File: src/rtl/mapu_arbiter.sv
// Round-robin, whole-job arbiter that lends one mapu_top to NUM_REQ requesters.
// A job is an op, six input rows streamed in, then three result rows streamed back.
module mapu_arbiter #(
  parameter int DATA_WIDTH = 32,
  parameter int NUM_REQ    = 2,
  parameter int TIMEOUT    = 64
) (
  input  logic                          clk,
  input  logic                          reset_n,
  input  logic [NUM_REQ-1:0]            i_req_vld,
  input  logic [2*NUM_REQ-1:0]          i_req_op,
  input  logic [NUM_REQ*DATA_WIDTH-1:0] i_req_r0,
  input  logic [NUM_REQ*DATA_WIDTH-1:0] i_req_r1,
  input  logic [NUM_REQ*DATA_WIDTH-1:0] i_req_r2,
  output logic [NUM_REQ-1:0]            o_req_rdy,
  output logic [NUM_REQ-1:0]            o_rsp_vld,
  input  logic [NUM_REQ-1:0]            i_rsp_rdy,
  output logic [DATA_WIDTH-1:0]         o_rsp_r0,
  output logic [DATA_WIDTH-1:0]         o_rsp_r1,
  output logic [DATA_WIDTH-1:0]         o_rsp_r2,
  output logic                          o_rsp_of,
  output logic [NUM_REQ-1:0]            o_err,
  output logic                          o_apu_en,
  output logic [1:0]                    o_apu_op,
  output logic                          o_apu_vld,
  output logic [DATA_WIDTH-1:0]         o_apu_r0,
  output logic [DATA_WIDTH-1:0]         o_apu_r1,
  output logic [DATA_WIDTH-1:0]         o_apu_r2,
  input  logic                          i_apu_rdy,
  output logic                          o_apu_rdy,
  input  logic                          i_apu_vld,
  input  logic [DATA_WIDTH-1:0]         i_apu_r0,
  input  logic [DATA_WIDTH-1:0]         i_apu_r1,
  input  logic [DATA_WIDTH-1:0]         i_apu_r2,
  input  logic                          i_apu_of
);

  localparam int GW = (NUM_REQ > 1) ? $clog2(NUM_REQ) : 1;
  localparam int TW = $clog2(TIMEOUT + 1);

  typedef enum logic [1:0] {IDLE, LOAD, EXEC, DRAIN} state_t;

  state_t              state_q, state_d;
  logic [GW-1:0]       grant_q, grant_d, rr_q, rr_d, pick, idx, grant_inc;
  logic [GW:0]         sum;
  logic                found;
  logic [1:0]          op_q, op_d;
  logic [2:0]          cnt_q, cnt_d;
  logic [TW-1:0]       timer_q, timer_d;
  logic [NUM_REQ-1:0]  err_q, err_d;

  logic [DATA_WIDTH-1:0] req_r0 [NUM_REQ];
  logic [DATA_WIDTH-1:0] req_r1 [NUM_REQ];
  logic [DATA_WIDTH-1:0] req_r2 [NUM_REQ];
  logic [1:0]            req_op [NUM_REQ];

  for (genvar k = 0; k < NUM_REQ; k++) begin : g_unpack
    assign req_r0[k] = i_req_r0[k*DATA_WIDTH +: DATA_WIDTH];
    assign req_r1[k] = i_req_r1[k*DATA_WIDTH +: DATA_WIDTH];
    assign req_r2[k] = i_req_r2[k*DATA_WIDTH +: DATA_WIDTH];
    assign req_op[k] = i_req_op[2*k +: 2];
  end

  // Search for the first pending requester starting at the rr pointer, wrapping.
  always_comb begin
    found = 1'b0;
    pick  = '0;
    idx   = '0;
    sum   = '0;
    for (int i = 0; i < NUM_REQ; i++) begin
      sum = {1'b0, rr_q} + (GW+1)'(i);
      if (sum >= (GW+1)'(NUM_REQ)) sum = sum - (GW+1)'(NUM_REQ);
      idx = sum[GW-1:0];
      if (!found && i_req_vld[idx]) begin
        found = 1'b1;
        pick  = idx;
      end
    end
  end

  assign grant_inc = (grant_q == GW'(NUM_REQ - 1)) ? '0 : grant_q + GW'(1);
  assign o_err     = err_q;

  always_ff @(posedge clk or negedge reset_n) begin
    if (!reset_n) begin
      state_q <= IDLE;
      grant_q <= '0;
      rr_q    <= '0;
      op_q    <= '0;
      cnt_q   <= '0;
      timer_q <= '0;
      err_q   <= '0;
    end else begin
      state_q <= state_d;
      grant_q <= grant_d;
      rr_q    <= rr_d;
      op_q    <= op_d;
      cnt_q   <= cnt_d;
      timer_q <= timer_d;
      err_q   <= err_d;
    end
  end

  // The granted requester is steered straight through to/from the MAPU; everyone else sees zeros.
  always_comb begin
    state_d   = state_q;
    grant_d   = grant_q;
    rr_d      = rr_q;
    op_d      = op_q;
    cnt_d     = cnt_q;
    timer_d   = timer_q;
    err_d     = '0;
    o_req_rdy = '0;
    o_rsp_vld = '0;
    o_rsp_r0  = '0;
    o_rsp_r1  = '0;
    o_rsp_r2  = '0;
    o_rsp_of  = 1'b0;
    o_apu_en  = 1'b0;
    o_apu_op  = '0;
    o_apu_vld = 1'b0;
    o_apu_r0  = '0;
    o_apu_r1  = '0;
    o_apu_r2  = '0;
    o_apu_rdy = 1'b0;
    case (state_q)
      IDLE: begin
        if (found) begin
          grant_d = pick;
          op_d    = req_op[pick];
          cnt_d   = '0;
          state_d = LOAD;
        end
      end
      LOAD: begin
        o_apu_vld          = i_req_vld[grant_q];
        o_apu_r0           = req_r0[grant_q];
        o_apu_r1           = req_r1[grant_q];
        o_apu_r2           = req_r2[grant_q];
        o_req_rdy[grant_q] = i_apu_rdy;
        if (i_req_vld[grant_q] && i_apu_rdy) begin
          if (cnt_q == 3'd5) begin
            cnt_d   = '0;
            timer_d = '0;
            state_d = EXEC;
          end else begin
            cnt_d = cnt_q + 3'd1;
          end
        end
      end
      EXEC: begin
        o_apu_en = 1'b1;
        o_apu_op = op_q;
        if (i_apu_vld) begin
          cnt_d   = '0;
          state_d = DRAIN;
        end else if (timer_q == TW'(TIMEOUT - 1)) begin
          err_d[grant_q] = 1'b1;
          rr_d           = grant_inc;
          state_d        = IDLE;
        end else begin
          timer_d = timer_q + TW'(1);
        end
      end
      DRAIN: begin
        o_apu_en           = 1'b1;
        o_apu_op           = op_q;
        o_rsp_vld[grant_q] = i_apu_vld;
        o_rsp_r0           = i_apu_r0;
        o_rsp_r1           = i_apu_r1;
        o_rsp_r2           = i_apu_r2;
        o_rsp_of           = i_apu_of;
        o_apu_rdy          = i_rsp_rdy[grant_q];
        if (i_apu_vld && i_rsp_rdy[grant_q]) begin
          if (cnt_q == 3'd2) begin
            cnt_d   = '0;
            rr_d    = grant_inc;
            state_d = IDLE;
          end else begin
            cnt_d = cnt_q + 3'd1;
          end
        end
      end
      default: state_d = IDLE;
    endcase
  end

endmodule

File: config.mk
export PLATFORM = sky130hd
export DESIGN_NAME = mapu_arbiter
export DESIGN_NICKNAME = d
export VERILOG_FILES = /design/src/rtl/mapu_arbiter.sv
export SDC_FILE = /design/constraint.sdc
export NUM_CORES = 1
export LEC_CHECK = 0
export ABC_AREA = 1
export CORE_AREA = 2 2 196 198
export DETAILED_ROUTE_END_ITERATION = 7
export DIE_AREA = 0 0 198 200
export PLACE_DENSITY = 0.49
export SYNTH_ARGS = -nofsm -noshare
export SYNTH_HDL_FRONTEND = slang
export SYNTH_SLANG_ARGS = --single-unit
export TNS_END_PERCENT = 20
File: constraint.sdc
create_clock -name clk -period 2.5 [get_ports clk]
set_input_delay 0.5 -clock clk [delete_from_list [all_inputs] [get_ports clk]]
set_output_delay 0.5 -clock clk [all_outputs]
set_load 0.01 [all_outputs]
# --- Word level (Yosys, flattened, before mapping) ---
# Cells that the tools add are included.
word_totals:
  reg_bits: 18
  in_bits: 301
  out_inout_bits: 204
  elab_cells: 125
classes:
  n_addsub: 6
  order_cmp: 8
  n_eq_ne: 16
  n_mux: 70
  n_bitwise: 4
  n_reduce_logical: 14
op_table:
  columns: ["op", "n"]
  rows:
  - ["2-to-1 mux 32 bit", 15]
  - ["2-to-1 mux 2 bit", 16]
  - ["2-to-1 mux 7 bit", 4]
  - ["2-to-1 mux 1 bit", 24]
  - ["2-to-1 mux 3 bit", 6]
  - ["inequality test 2 bit (second input constant)", 9]
  - ["one-hot mux 7 bit (2 select lines)", 1]
  - ["one-hot mux 3 bit (4 select lines)", 1]
  - ["AND reduction 5 bit", 2]
  - ["one-hot mux 2 bit (4 select lines)", 1]
  - ["adder 7 x 1 -> 7 bit (second input constant)", 1]
  - ["== test 7 x 6 -> 1 bit (second input constant)", 1]
  - ["greater-or-equal comparator 2 bit (second input constant)", 3]
  - ["< comparator 1 x 2 -> 1 bit (second input constant)", 3]
  - ["AND reduction 6 bit", 1]
  - ["bitwise AND 2 bit", 2]
  - ["== test 2 bit (second input constant)", 2]
  - ["logical AND 1 bit", 4]
  - ["NOT 1 -> 2 bit", 2]
  - ["AND reduction 4 bit", 1]
  - ["nonzero test 2 bit", 2]
  - ["adder 3 x 1 -> 3 bit (second input constant)", 1]
  - ["== test 3 x 2 -> 1 bit (second input constant)", 1]
  - ["== test 3 bit (second input constant)", 1]
  - ["other kinds (13)", 14]

# --- Logic depth before layout (Yosys ltp) ---
logic_depth:
  word_depth: 12
  ltp_mapped: 11
  depth_no_buf: 10

# --- Least setup slack after synthesis ---
# No wires, ideal clock.
synth_path:
  kind: "reg2out"
  from: "reg grant_q"
  to: "out o_apu_r0[14]"
  arrival_time_ns: 1.235
  required_ns: 2.000
  path_slack_ns: 0.765
  stages_incl_launch_ff: 8
  n_path_buf: 4
  cell_sequence: "dfrtp_1 -> buf_4 -> inv_2 -> buf_6 -> buf_4 -> buf_2 -> nand2_1 -> a21oi_1"
synth_via:
  elab_chain_cells: 5
synth_lines:
  columns: ["element", "line_no", "rtl"]
  rows:
  - ["start, declared", "44", "logic [GW-1:0] grant_q, grant_d, rr_q, rr_d, pick, idx, grant_inc;"]
  - ["start signal, assigned", "95", "grant_q <= grant_d;"]
  - ["NOT 1 -> 2 bit (implied by the code)", "137", "o_apu_r0 = req_r0[grant_q];"]
  - ["2-to-1 mux 32 bit (implied by the code) (3 in a row)", "137", null]
  - ["2-to-1 mux 32 bit", "126", "case (state_q)"]
  - ["end, declared", "26", "output logic [DATA_WIDTH-1:0] o_apu_r0,"]
# No other way between the ends. The select of a mux whose other input is x is not followed.

# --- Worst setup path after layout ---
layout_path:
  from: "reg state_q[1]"
  to: "out o_req_rdy[0]"
layout_via:
  elab_chain_cells: 2
layout_lines:
  columns: ["element", "line_no", "rtl"]
  rows:
  - ["start, declared", "43", "state_t state_q, state_d;"]
  - ["start signal, assigned", "94", "state_q <= state_d;"]
  - ["== test 2 x 1 -> 1 bit", "126", null]
  - ["2-to-1 mux 2 bit", "126", null]
  - ["end, declared", "15", "output logic [NUM_REQ-1:0] o_req_rdy,"]
# No other way between the ends.

==> summary.txt <==
Synthesis
  – Largest family of logic cells by synthesized area: simple AND/OR/NAND/NOR gates
  – Syn. warnings: 0
  – Post-Synth Simple-Gate Area: 0.472
  – Mapped Area: 0.00333 mm^2
  – Synth unique cells: 24
  – Post-synthesis adder-cell area fraction: 0.00375
  – Async S/R FF share, synth: 1.00
  – Xor/xnor share of the synthesized area: 0.00525
  – Register area share after synthesis: 0.135
  – Synthesized instance count: 704
  – Mux share of post-synthesis cell area: 0
  – Post-synth EDFFs: 0
  – Avg Cell Area, Syn: 4.74 um^2
  – Synthesized Nets: 1,006
  – FF+latch count, synth: 18
  – Area fraction in compound gates after synthesis: 0.175
  – Synth Flop Type: dfrtp_1

Power
  – Peak VDD IR: 296 uV
  – Sequential power share: 0.059
  – Overall power: 7.35 mW
  – Clock power share: 0.049
  – Pwr Density: 786 mW/mm^2
  – Internal power: 3.62 mW
  – NetSw: 3.73 mW
  – Proportion of power drawn by combinational gates: 0.892
  – Switching share of power: 0.507
  – LEAKAGE: 4.72 nW

Cells and area
  – Register area: 454 um^2
  – Final nets: 1,501
  – Fraction of layout cells with a size suffix above 1: 0.0584
  – ANT cells: 0
  – Multi-input gate area: 0.00227 mm^2
  – P&R area growth vs syn: 180%
  – Final Non-Filler Cells: 1,709
  – Fill cells: 4,188
  – Utilization after layout: 0.250

STA
  – Final Slew Violations: 0
  – Fmax: 419 MHz
  – Rel. slew slack: 0.717
  – RSZ-0062 raised after global routing: no
  – Final setup margin: 0.115 ns
  – Fin crit period: 2.39 ns
  – Final Hold Fails: 0
  – Setup violators final: 0
  – Final Cycle Share: 0.954
  – Hold Worst Slack: 0.508 ns
  – Worst-Margin Slew: 0.423 ns
  – Worst clock skew: 0.00313 ns

Floorplanning
  – Die Y-Extent: 200 um
  – I/O pins: 505
  – Die W: 198 um
  – Core footprint: 0.0374 mm^2
  – Std-Cell Rows: 71
  – Die area: 0.0396 mm^2
  – Initial Utilization: 0.0892

Clock tree
  – Hold buffer count at CTS: 0
  – Clock tree buffer depth: 2
  – Root buf cell: clkbuf_16
  – CTS tree: built
  – Clock Sinks: 18
  – Clock-pin slew on the worst setup and hold paths: 0.06 ns
  – Clk_lat worst skew: 0.25 ns
  – H-tree levels: 1
  – Num CTS Buffers: 3

Critical path
  – Setup crit end kind: output port
  – Worst path arrival time: 1.89 ns
  – Crit Path Category: register to output port
  – CP Launch Type: register
  – Critical path peak fanout: 45
  – Crit path required time: 2.00 ns

Drt
  – Routed Antenna Nets: 0
  – M1 WL: 10,600 um
  – DRT iter0 DRCs: 183
  – Vias per cell: 3.62
  – Routed met3 length: 2230 um
  – WL met2: 13,700 um
  – Drc violations: 0
  – Total wire length: 26,900 um
  – Vias post-DR: 6,184
  – Max layer used: met5
  – DR pass1 iterations: 5
  – Routed length per placed instance: 15.8 um

Place
  – Post-DP HPWL: 22,400 um
  – Gp weighted congestion: 0.760
  – Placed insts: 1,699
  – Dpl ws: -0.239 ns
  – Quantity of I/O buffers inserted on ports: 504

GRT
  – Largest net degree at the start of global routing: 93
  – Total grt overflow: 0
  – GRT Resource Usage Total: 0.120
  – Global-route wire length before repair: 35,700 um
  – Initial antenna violation count: 1
  – Number of global-route vias before repair: 5,951

Run
  – Max Cap Violations: 0

Status
  – Status: finished clean

Min path
  – Worst Hold Class: register to register
[through the flow]
stage,TNS (ns),cell area [um^2]
4_1_cts,-1.57,9210
6_report,0,9350
3_3_place_gp,-0.666,9080
3_5_place_dp,-0.435,9080
5_1_grt,0,9350
2_1_floorplan,0,3330
[power groups by stage]
| stage | combinational (mW) | clock [mW] | sequential [mW] |
|---|---|---|---|
| CTS | 6.62 | 0.375 | 0.432 |
| finish | 6.55 | 0.362 | 0.433 |
| global placement | 6.77 | 0 | 0.434 |
| detailed placement | 6.76 | 0 | 0.433 |
| global route | 7.11 | 0.389 | 0.442 |
| floorplan | 2.82 | 0 | 0.409 |
[routing by layer]
| metal | vias to the layer above | GRT usage |
|---|---|---|
| li1 | 3086 | - |
| met1 | 2751 | 0.136 |
| met2 | 331 | 0.229 |
| met3 | 14 | 0.0267 |
| met4 | 2 | 0.0245 |
| met5 | - | 0 |
[critical path: stages, from the launching register on]
cell and delay [ns]:
dfrtp_1 0.42, nor2_4 0.16, clkinv_2 0.13, buf_12 0.19, nor3_1 0.15, clkdlybuf4s50_1 0.56
[cell families (layout without fill, tap and decap cells)]
group / count (synthesis) / in the layout
adder cells (fa/ha/maj): 1 / 1
AND/OR/NAND/NOR: 397 / 397
buffers and inverters: 171 / 665
AO/OA/AOI/OAI: 115 / 115
flip-flops: 18 / 18
XOR/XNOR: 2 / 2
[flip-flops by register name (all words and copies together), names as in the netlist]
| register | count |
|---|---|
| cnt_q | 3 |
| grant_q | 1 |
| o_err | 2 |
| op_q | 2 |
| rr_q | 1 |
| state_q | 2 |
| timer_q | 7 |
[cell usage after synthesis (3+ instances only)]
cell type | count | share of area
buf_4 | 3 | 0.0068
nand2_1 | 247 | 0.28
a21oi_1 | 101 | 0.15
nor2_4 | 3 | 0.010
clkbuf_1 | 20 | 0.023
nand3_1 | 17 | 0.026
nor3_1 | 7 | 0.011
o21ai_0 | 8 | 0.012
nor2_1 | 113 | 0.13
nand2_2 | 6 | 0.011
inv_1 | 120 | 0.14
dfrtp_1 | 18 | 0.14
inv_2 | 4 | 0.0045
buf_2 | 22 | 0.033
[path summary, 6_finish.rpt]
path	depth (start not counted)	to	slack, ns	startpoint
worst max-delay path	5	o_req_rdy[0]	0.11	state_q[1]$_DFFE_PN0P_
worst min-delay path	2	timer_q[5]$_DFFE_PN0P_	0.51	timer_q[5]$_DFFE_PN0P_
worst max register to register	10	state_q[1]$_DFFE_PN0P_	0.78	grant_q$_DFFE_PN0P_
worst min register to register	2	timer_q[5]$_DFFE_PN0P_	0.51	timer_q[5]$_DFFE_PN0P_
max in group asynchronous	2	cnt_q[2]$_DFFE_PN0P_	1.49	reset_n
min in group asynchronous	1	grant_q$_DFFE_PN0P_	0.55	reset_n
[final cells by class]
| type | count | area share |
|---|---|---|
| timing repair buffer | 537 | 0.581 |
| multi-input combinational | 515 | 0.243 |
| tap | 511 | 0.0684 |
| sequential | 18 | 0.0486 |
| clock buffer | 4 | 0.00951 |
| inverter | 124 | 0.0502 |
[layout by cell type, fill, tap and decap left out, types with 2 or more instances in the layout]
master and instances:
nand2_1 245, nand4_1 2, buf_4 23, a21oi_1 89, bufbuf_16 2, a31oi_1 2
nor2_1 112, inv_1 120, nand2_2 7, nor3_1 7, dfrtp_1 17, inv_2 2
o21ai_1 3, a21oi_2 11, buf_16 3, dlymetal6s2s_1 21, nor2_4 4, clkdlybuf4s50_1 395
buf_12 5, xor2_1 2, o21ai_0 7, dlygate4sd2_1 86, nand3_1 17, clkbuf_16 4
[what timing repair did]
action                                  4_1_cts  5_1_grt
buffers inserted                              0        2
gates cloned                                  3        1
endpoints found under the setup margin      100       35
gates resized for setup                     101       31
(Power assumes the default switching activity.)
